--- src/rtl/bram_stream_reader.sv ---
// bram_stream_reader
//   Streams a burst of words out of a synchronous-read BRAM onto a
//   valid/ready interface. The read-issue rate is limited by a credit check,
//   so the small output FIFO can never overflow.
//
// Ports
//   clock, resetn          : clock (rising edge), async active-low reset
//   start, base, len       : burst request (accepted only when idle)
//   busy, done             : burst in progress / one-cycle completion pulse
//   rdaddress, q           : BRAM read port (q valid RD_LAT cycles after issue)
//   out_data, out_valid,
//   out_ready, out_last    : output stream, out_last marks the final word
module bram_stream_reader #(
  parameter int AW     = 9,
  parameter int DW     = 32,
  parameter int RD_LAT = 1,
  parameter int FDEPTH = 4
) (
  input  logic          clock,
  input  logic          resetn,
  input  logic          start,
  input  logic [AW-1:0] base,
  input  logic [AW:0]   len,
  output logic          busy,
  output logic          done,
  output logic [AW-1:0] rdaddress,
  input  logic [DW-1:0] q,
  output logic [DW-1:0] out_data,
  output logic          out_valid,
  input  logic          out_ready,
  output logic          out_last
);
  localparam int            PW   = (FDEPTH > 1) ? $clog2(FDEPTH) : 1;
  localparam int            CW   = $clog2(FDEPTH + 1) + 1;
  localparam logic [CW-1:0] FD   = CW'(FDEPTH);
  localparam logic [PW-1:0] PMAX = PW'(FDEPTH - 1);

  typedef enum logic [1:0] {IDLE, RUN, DRAIN} state_t;

  state_t              r_state;
  logic [AW-1:0]       r_addr;
  logic [AW-1:0]       r_hold;
  logic [AW:0]         r_rem;
  logic                r_busy;
  logic                r_done;
  logic [RD_LAT-1:0]   r_vld_pipe;
  logic [RD_LAT-1:0]   r_last_pipe;

  logic [DW-1:0]       r_mem  [FDEPTH];
  logic                r_lmem [FDEPTH];
  logic [PW-1:0]       r_wr;
  logic [PW-1:0]       r_rd;
  logic [CW-1:0]       r_cnt;

  logic [CW-1:0]       w_inflight;
  logic                w_issue;
  logic                w_push;
  logic                w_pop;

  function automatic logic [PW-1:0] ptr_inc(input logic [PW-1:0] p);
    return (p == PMAX) ? '0 : p + PW'(1);
  endfunction

  always_comb begin
    w_inflight = '0;
    for (int i = 0; i < RD_LAT; i++) w_inflight = w_inflight + CW'(r_vld_pipe[i]);
  end

  // Credit: every issued read already owns a FIFO slot, counted as
  // in-flight until it lands and as buffered until it is popped.
  assign w_issue   = (r_state == RUN) && (r_rem != '0) && ((w_inflight + r_cnt) < FD);
  assign w_push    = r_vld_pipe[RD_LAT-1];
  assign out_valid = (r_cnt != '0);
  assign w_pop     = out_valid && out_ready;

  // Address goes out combinationally on issue so the BRAM samples it at the
  // same edge the issue is recorded; otherwise the last issued value holds.
  assign rdaddress = w_issue ? r_addr : r_hold;
  assign out_data  = out_valid ? r_mem[r_rd] : '0;
  assign out_last  = out_valid && r_lmem[r_rd];
  assign busy      = r_busy;
  assign done      = r_done;

  always_ff @(posedge clock or negedge resetn) begin
    if (!resetn) begin
      r_state     <= IDLE;
      r_addr      <= '0;
      r_hold      <= '0;
      r_rem       <= '0;
      r_busy      <= 1'b0;
      r_done      <= 1'b0;
      r_vld_pipe  <= '0;
      r_last_pipe <= '0;
    end else begin
      r_done         <= 1'b0;
      r_vld_pipe[0]  <= w_issue;
      r_last_pipe[0] <= w_issue && (r_rem == (AW+1)'(1));
      for (int i = 1; i < RD_LAT; i++) begin
        r_vld_pipe[i]  <= r_vld_pipe[i-1];
        r_last_pipe[i] <= r_last_pipe[i-1];
      end
      if (w_issue) begin
        r_hold <= r_addr;
        r_addr <= r_addr + AW'(1);   // wraps modulo 2^AW
        r_rem  <= r_rem - (AW+1)'(1);
      end
      unique case (r_state)
        IDLE: begin
          if (start) begin
            if (len != '0) begin
              r_state <= RUN;
              r_busy  <= 1'b1;
              r_addr  <= base;
              r_rem   <= len;
            end else begin
              r_done  <= 1'b1;
            end
          end
        end
        RUN: begin
          if (w_issue && (r_rem == (AW+1)'(1))) r_state <= DRAIN;
        end
        DRAIN: begin
          if (w_pop && out_last) begin
            r_state <= IDLE;
            r_busy  <= 1'b0;
            r_done  <= 1'b1;
          end
        end
        default: r_state <= IDLE;
      endcase
    end
  end

  always_ff @(posedge clock or negedge resetn) begin
    if (!resetn) begin
      r_wr  <= '0;
      r_rd  <= '0;
      r_cnt <= '0;
    end else begin
      if (w_push) r_wr <= ptr_inc(r_wr);
      if (w_pop)  r_rd <= ptr_inc(r_rd);
      r_cnt <= r_cnt + CW'(w_push) - CW'(w_pop);
    end
  end

  // Storage needs no reset: out_data/out_last are gated by occupancy.
  always_ff @(posedge clock) begin
    if (w_push) begin
      r_mem[r_wr]  <= q;
      r_lmem[r_wr] <= r_last_pipe[RD_LAT-1];
    end
  end

endmodule

--- config.mk ---
export PLATFORM = sky130hd
export DESIGN_NAME = bram_stream_reader
export DESIGN_NICKNAME = d
export VERILOG_FILES = /design/src/rtl/bram_stream_reader.sv
export SDC_FILE = /design/constraint.sdc
export NUM_CORES = 1
export LEC_CHECK = 0
export ABC_AREA = 1
export CAP_MARGIN = 20
export CELL_PAD_IN_SITES_DETAIL_PLACEMENT = 1
export CELL_PAD_IN_SITES_GLOBAL_PLACEMENT = 2
export CORE_ASPECT_RATIO = 1.4
export CORE_UTILIZATION = 38
export DETAILED_ROUTE_END_ITERATION = 10
export GPL_TIMING_DRIVEN = 0
export PLACE_DENSITY_LB_ADDON = 0.12
export SYNTH_ARGS = -nofsm -noshare
export SYNTH_HDL_FRONTEND = slang
export SYNTH_SLANG_ARGS = --single-unit
--- constraint.sdc ---
create_clock -name clock -period 3.51 [get_ports clock]
set_input_delay 0.702 -clock clock [delete_from_list [all_inputs] [get_ports clock]]
set_output_delay 0.702 -clock clock [all_outputs]
set_load 0.005 [all_outputs]
# After elaboration in Yosys (flattened, before gate mapping)
# Memory sizes are Yosys's and may differ from the RTL's.
# Cells that the tools add are included.
[word_totals]
reg_bits = 42
ram_bits = 132
inputBits = 55
out_inout_bits = 45
word_cells = 69
n_memories = 2
[op_classes]
n_addsub = 6
magnitude_cmp = 1
n_eq_ne = 9
mux = 27
n_reduce_logical = 13
[mem_list]
columns = ["name", "words", "word_bits", "rd", "rd_ports_with_merged_regs", "wr", "line_no", "text"]
rows = [
  ["r_mem", 4, 32, 1, 0, 1, "49", "logic [DW-1:0] r_mem [FDEPTH];"],
  ["r_lmem", 4, 1, 1, 0, 1, "50", "logic r_lmem [FDEPTH];"],
]
[ops]
columns = ["op", "n"]
rows = [
  ["9-bit two-way mux", 5],
  ["10-bit two-way mux", 4],
  ["32-bit two-way mux", 1],
  ["10-bit nonzero test", 2],
  ["2-bit two-way mux", 6],
  ["10-bit by 1-bit equality test with 1-bit output, second input constant", 1],
  ["10-bit by 1-bit subtractor with 10-bit output, second input constant", 1],
  ["9-bit by 1-bit adder with 9-bit output, second input constant", 1],
  ["1-bit two-way mux", 8],
  ["4-bit AND reduction", 2],
  ["2-bit equality test, second input constant", 3],
  ["1-bit logical AND", 6],
  ["2-bit inequality test, second input constant", 3],
  ["2-bit case mux with 3 select lines", 1],
  ["2-bit by 1-bit adder with 2-bit output, second input constant", 2],
  ["4-bit by 1-bit adder with 4-bit output", 1],
  ["4-bit by 3-bit < comparator with 1-bit output, second input constant", 1],
  ["1-bit case mux with 2 select lines", 2],
  ["4-bit nonzero test", 1],
  ["4-bit by 1-bit subtractor with 4-bit output", 1],
  ["2-bit by 1-bit equality test with 1-bit output, second input constant", 1],
  ["2-bit zero test", 1],
  ["2-bit by 1-bit inequality test with 1-bit output, second input constant", 1],
  ["2-bit nonzero test", 1],
]

# Logic depth before layout (Yosys ltp)
[logic_depth]
word_depth = 7
depth_mapped = 13
mapped_depth_nobuf = 12

# Worst setup path after synthesis
# No wires, ideal clock.
[synth_path]
path_type = "reg2out"
from = "register r_vld_pipe"
to = "output port rdaddress[2]"
t_arrival_ns = 1.737
required_ns = 2.808
setup_slack_ns = 1.071
stages_incl_launch_ff = 10
n_path_buf = 1
path_cell_list = "dfrtp_1 ha_1 ha_1 inv_1 nand2_1 nand3_1 nor2_1 nand2_2 buf_6 o21ai_0"
[synth_via]
elab_chain_cells = 4
[synth_lines]
columns = ["element", "line_no", "text"]
rows = [
  ["start: declaration", "46", "logic [RD_LAT-1:0] r_vld_pipe;"],
  ["start signal: indexed assignment", "99", "r_vld_pipe[i] <= r_vld_pipe[i-1];"],
  ["4-bit by 1-bit adder with 4-bit output", "71", "assign w_issue = (r_state == RUN) && (r_rem != '0) && ((w_inflight + r_cnt) < FD);"],
  ["4-bit by 3-bit < comparator with 1-bit output", "71", ""],
  ["1-bit logical AND", "71", ""],
  ["9-bit two-way mux", "--", ""],
  ["end: declaration", "26", "output logic [AW-1:0] rdaddress,"],
]
# Every way passes these cells.

# Worst setup path in the final report
[layout_path]
from = "register r_vld_pipe"
to = "output port rdaddress[8]"
# The elaborated chain is that of the path after synthesis.

==> metrics.sh <==
RUN_STATUS='complete, no violations'
WORSTSETUPPATHTYPE='reg2out'
DRT-PASS1-ITER-COUNT=6
SW_RATIO_PCT=37.1
VIA_COUNT=5505
SYNTH_SIMPLE_GATE_AREA_SHARE_PCT=16.9
FINAL.SETUP.TNS_NS=0
GRT_MAX_DEGREE=34
FINISH.CELL_COUNT_WITHOUT_FILLERS=1094
CPLARGESTDELAYFAMILY='buffers and inverters'
P_SEQ_SHARE_PCT=36.0
P_CLK_SHARE_PCT=22.4
CTSROOTBUFFERMASTER='sky130_fd_sc_hd__clkbuf_16'
WORST_PATH_LARGEST_CELL_DELAY_NS=0.54
TOP_LEVEL_PORTS=100
POWER.IR.VDD_WORST_mV=0.323
POST_SYNTH.CELL_AREA_AVG_SQ_UM=10.5
ANTENNA_FOUND_INITIAL=1
ANT_NETS=0
SYNTHADDERAREAFRAC_PCT=2.17
HOLD_VIOL=0
DP.FINAL_HPWL_MM=13.4
FINAL_AREA_SQ_UM=9460
DIE-AREA_SQ_UM=20300
PWR_DENSITY_CELL_nW_PER_UM2=857
TIMING.HOLD.WORST.CLASS='in2async'
CTS.CLK_SLEW.WORST_PATHS_NS=0.07
MAX_CLOCK_FREQ_GHz=0.299
HIGHEST_ROUTING_LAYER_ACTUALLY_USED='met4'
GP_CONGESTION=0.745
SYN-CELL-AREA_SQ_UM=7510
YS_FF_LATCH=174
COMBPWRFRAC_PCT=41.6
TIMING_MAX_TRANSITION_VIOLATIONS_FINAL=0
LAYOUT_SETUP_WS_NS=0.168
CTS-BUFFERS-INSERTED=17
SYNTH_TOP_FAMILY_BY_AREA='simple AND/OR/NAND/NOR gates'
YS.WARNINGS.COUNT=0
POWER_SWITCHING_mW=3.01
CRITPATHBUFINV=3
DETAILROUTE.WIRELENGTH.MET2_MM=10.9
XOR_XNOR_SHARE_OF_THE_SYNTHESIZED_AREA_PCT=1.17
WL_MET3_UM=566
P_INT_mW=5.09
FINALSETUPVIOLCOUNT=0
INITIAL_UTILIZATION_PCT=38.9
AREA_DELTA_SYNTH_FINAL_PCT=26.0
CTS.SINK_COUNT=174
CTS.PATH.MAX_BUFFERS=2
SYNTH_CELL_TYPES=29
DETAIL_ROUTE.WL_PER_CELL_UM=17.8
LAYOUT_COMMONEST_CELL='sky130_fd_sc_hd__nor2_1'
GRT_PASS1_WL_MM=31.4
STATIC_POWER_DUE_TO_LEAKAGE_nW=3.71
GLOBAL_ROUTE.OVERFLOW_TOTAL=0
SYNTH_EDF_COUNT=132
WORST_ENDPOINT_DATA_ARRIVAL_TIME_NS=2.64
WORSTMARGINPINSLEW_NS=0.870
HOLD-WORST-SLACK_NS=0.158
DRIVE_ABOVE_1_SHARE_PCT=8.87
CHIPWIDTH_UM=121
FINAL.MIN_CLOCK_PERIOD_NS=3.34
FIRST_ITER_VIOLATIONS=241
INSERTED_DIODES=0
DPL_CELL_AREA_SQ_UM=8820
FLOORPLAN.DIE.HEIGHT_UM=168
CRITICAL_PATH_PEAK_FANOUT=10
HTREEDEPTH=4
TRITONCTS='done'
CAP_VIOL_MAX_COUNT=0
FINISH.UTILIZATION_PCT=49.0
TOP_LIBRARY_CELLS_BY_USAGE_IN_THE_LAYOUT_FILL_AND_TAPS_ASIDE='sky130_fd_sc_hd__nor2_1, sky130_fd_sc_hd__edfxtp_1, sky130_fd_sc_hd__nand2_1'
CTS-HOLD-FIX-BUFFERS=0
PRE_CTS_WS_NS=0.0634
ENDPOINT_KIND='output port'
SYNTHMUXAREASHARE_PCT=0
SYNTHESIS.NETS=781
NUMPORTBUFFERS=99
WORST_SETUP_PATH_START_KIND='flip-flop'
FIRST_GLOBAL_VIAS=6120
DETAIL_ROUTE.WIRELENGTH.MET1_MM=7.66
ROUTE.DETAILED.DRC=0
NUMBER_OF_PLACED_INSTANCES_WITH_TAPS_INCLUDED=1061
INSERTION_DELAY_NS=0.44
YOSYSSEQAREASHARE_PCT=66.8
REPORT.POWER.TOTAL_mW=8.10
FINAL_NET_COUNT=902
GLOBAL_ROUTE.USAGE.TOTAL_PCT=20.8
FP.COREAREA_SQ_UM=19300
SLOWEST_STAGE_CELL_CRIT_PATH='sky130_fd_sc_hd__clkdlybuf4s50_1'
SYNTHESIS.INSTANCES=713
SYNTH_FLOP_CELL='sky130_fd_sc_hd__edfxtp_1'
SLEW_HEADROOM_PCT=41.9
FIN_CRIT_SHARE_PCT=95.2
ASYNC_FLOP_SHARE_PCT=24.1
CRIT_PATH_CELL_TRACE='ha_4, ha_2, inv_1, nand2_1, nand3_1, nor2_4, nand2_4, buf_6, o21ai_1, clkdlybuf4s50_1'
FIN_WORST_SKEW_NS=0.0142
DETAIL_ROUTE.VIAS_PER_CELL=5.03
PLACEMENT_ROWS=60
CRITPATHREQUIREDTIME_NS=2.81
SYNTH-COMPOUND-AREA-SHARE_PCT=8.47
TOTALWIRELENGTH_MM=19.5
synth_stat cells, types with 4 or more instances:
cell,n,share of area [%]
sky130_fd_sc_hd__buf_2,10,0.67
sky130_fd_sc_hd__nor2_1,169,8.4
sky130_fd_sc_hd__a21oi_1,33,2.2
sky130_fd_sc_hd__dfrtp_1,42,14
sky130_fd_sc_hd__buf_6,4,0.60
sky130_fd_sc_hd__clkbuf_1,14,0.70
sky130_fd_sc_hd__nand2_1,98,4.9
sky130_fd_sc_hd__edfxtp_1,132,53
sky130_fd_sc_hd__xor2_1,8,0.93
sky130_fd_sc_hd__o21ai_0,83,5.5
sky130_fd_sc_hd__nand3_1,25,1.7
sky130_fd_sc_hd__a31oi_1,6,0.50
sky130_fd_sc_hd__ha_1,13,2.2
sky130_fd_sc_hd__nand4_1,9,0.75
sky130_fd_sc_hd__inv_1,42,2.1
path summary, 6_finish.rpt:
check	endpoint	from	depth (start not counted)	slack (ns)
worst max-delay path	rdaddress[8]	r_vld_pipe	10	0.17
worst min-delay path	r_cnt[1]	resetn	1	0.16
worst max register to register	r_rem[3]	r_vld_pipe	13	1.47
worst min register to register	r_hold[1]	r_hold[1]	2	0.48
max in group asynchronous	r_vld_pipe	resetn	2	2.85
min in group clock	r_hold[1]	r_hold[1]	2	0.48
sequential cells by signal, indices dropped and copies added (netlist names), 2 cells and up:
name,cells
r_addr,9
r_cnt,4
r_hold,9
r_lmem,4
r_mem,128
r_rd,2
r_rem,10
r_state,2
r_wr,2
cell type report:
cell class	instances	area, sq um
well taps	248	310
multi-input cells	461	2190
inverters	47	176
clock inverters	14	150
plain buffers	30	160
fillers	2148	9830
repair buffers	103	1030
clock buffers	17	425
flip-flops and latches	174	5020
power by group through the flow:
stage	combinational [mW]	clock (mW)	sequential, mW
2_1_floorplan	1.80	0	2.88
3_3_place_gp	3.26	0	2.94
3_5_place_dp	3.36	0	2.96
4_1_cts	3.44	1.85	2.91
5_1_grt	3.81	1.92	2.96
6_report	3.37	1.82	2.92
repair_timing:
item                                    in CTS  in global routing
pin swaps                                    1                  3
resized for setup                            8                 14
buffers inserted                             2                  1
endpoints found under the setup margin      17                 32
hold endpoints to repair                     0                  0
kinds of logic after synthesis:
group                    after synthesis
AO/OA/AOI/OAI                        125
adder cells (fa/ha/maj)               13
XOR/XNOR                              10
AND/OR/NAND/NOR                      313
flip-flops                           174
buffers and inverters                 78
layer usage:
| layer | global-route usage [%] | vias to the layer above |
|---|---|---|
| met4 | 6.49 | 0 |
| met2 | 40.5 | 91 |
| met5 | 0 | - |
| met3 | 4.44 | 27 |
| met1 | 21.7 | 2729 |
| li1 | - | 2658 |
No activity file was read; power rests on OpenSTA's default activity.
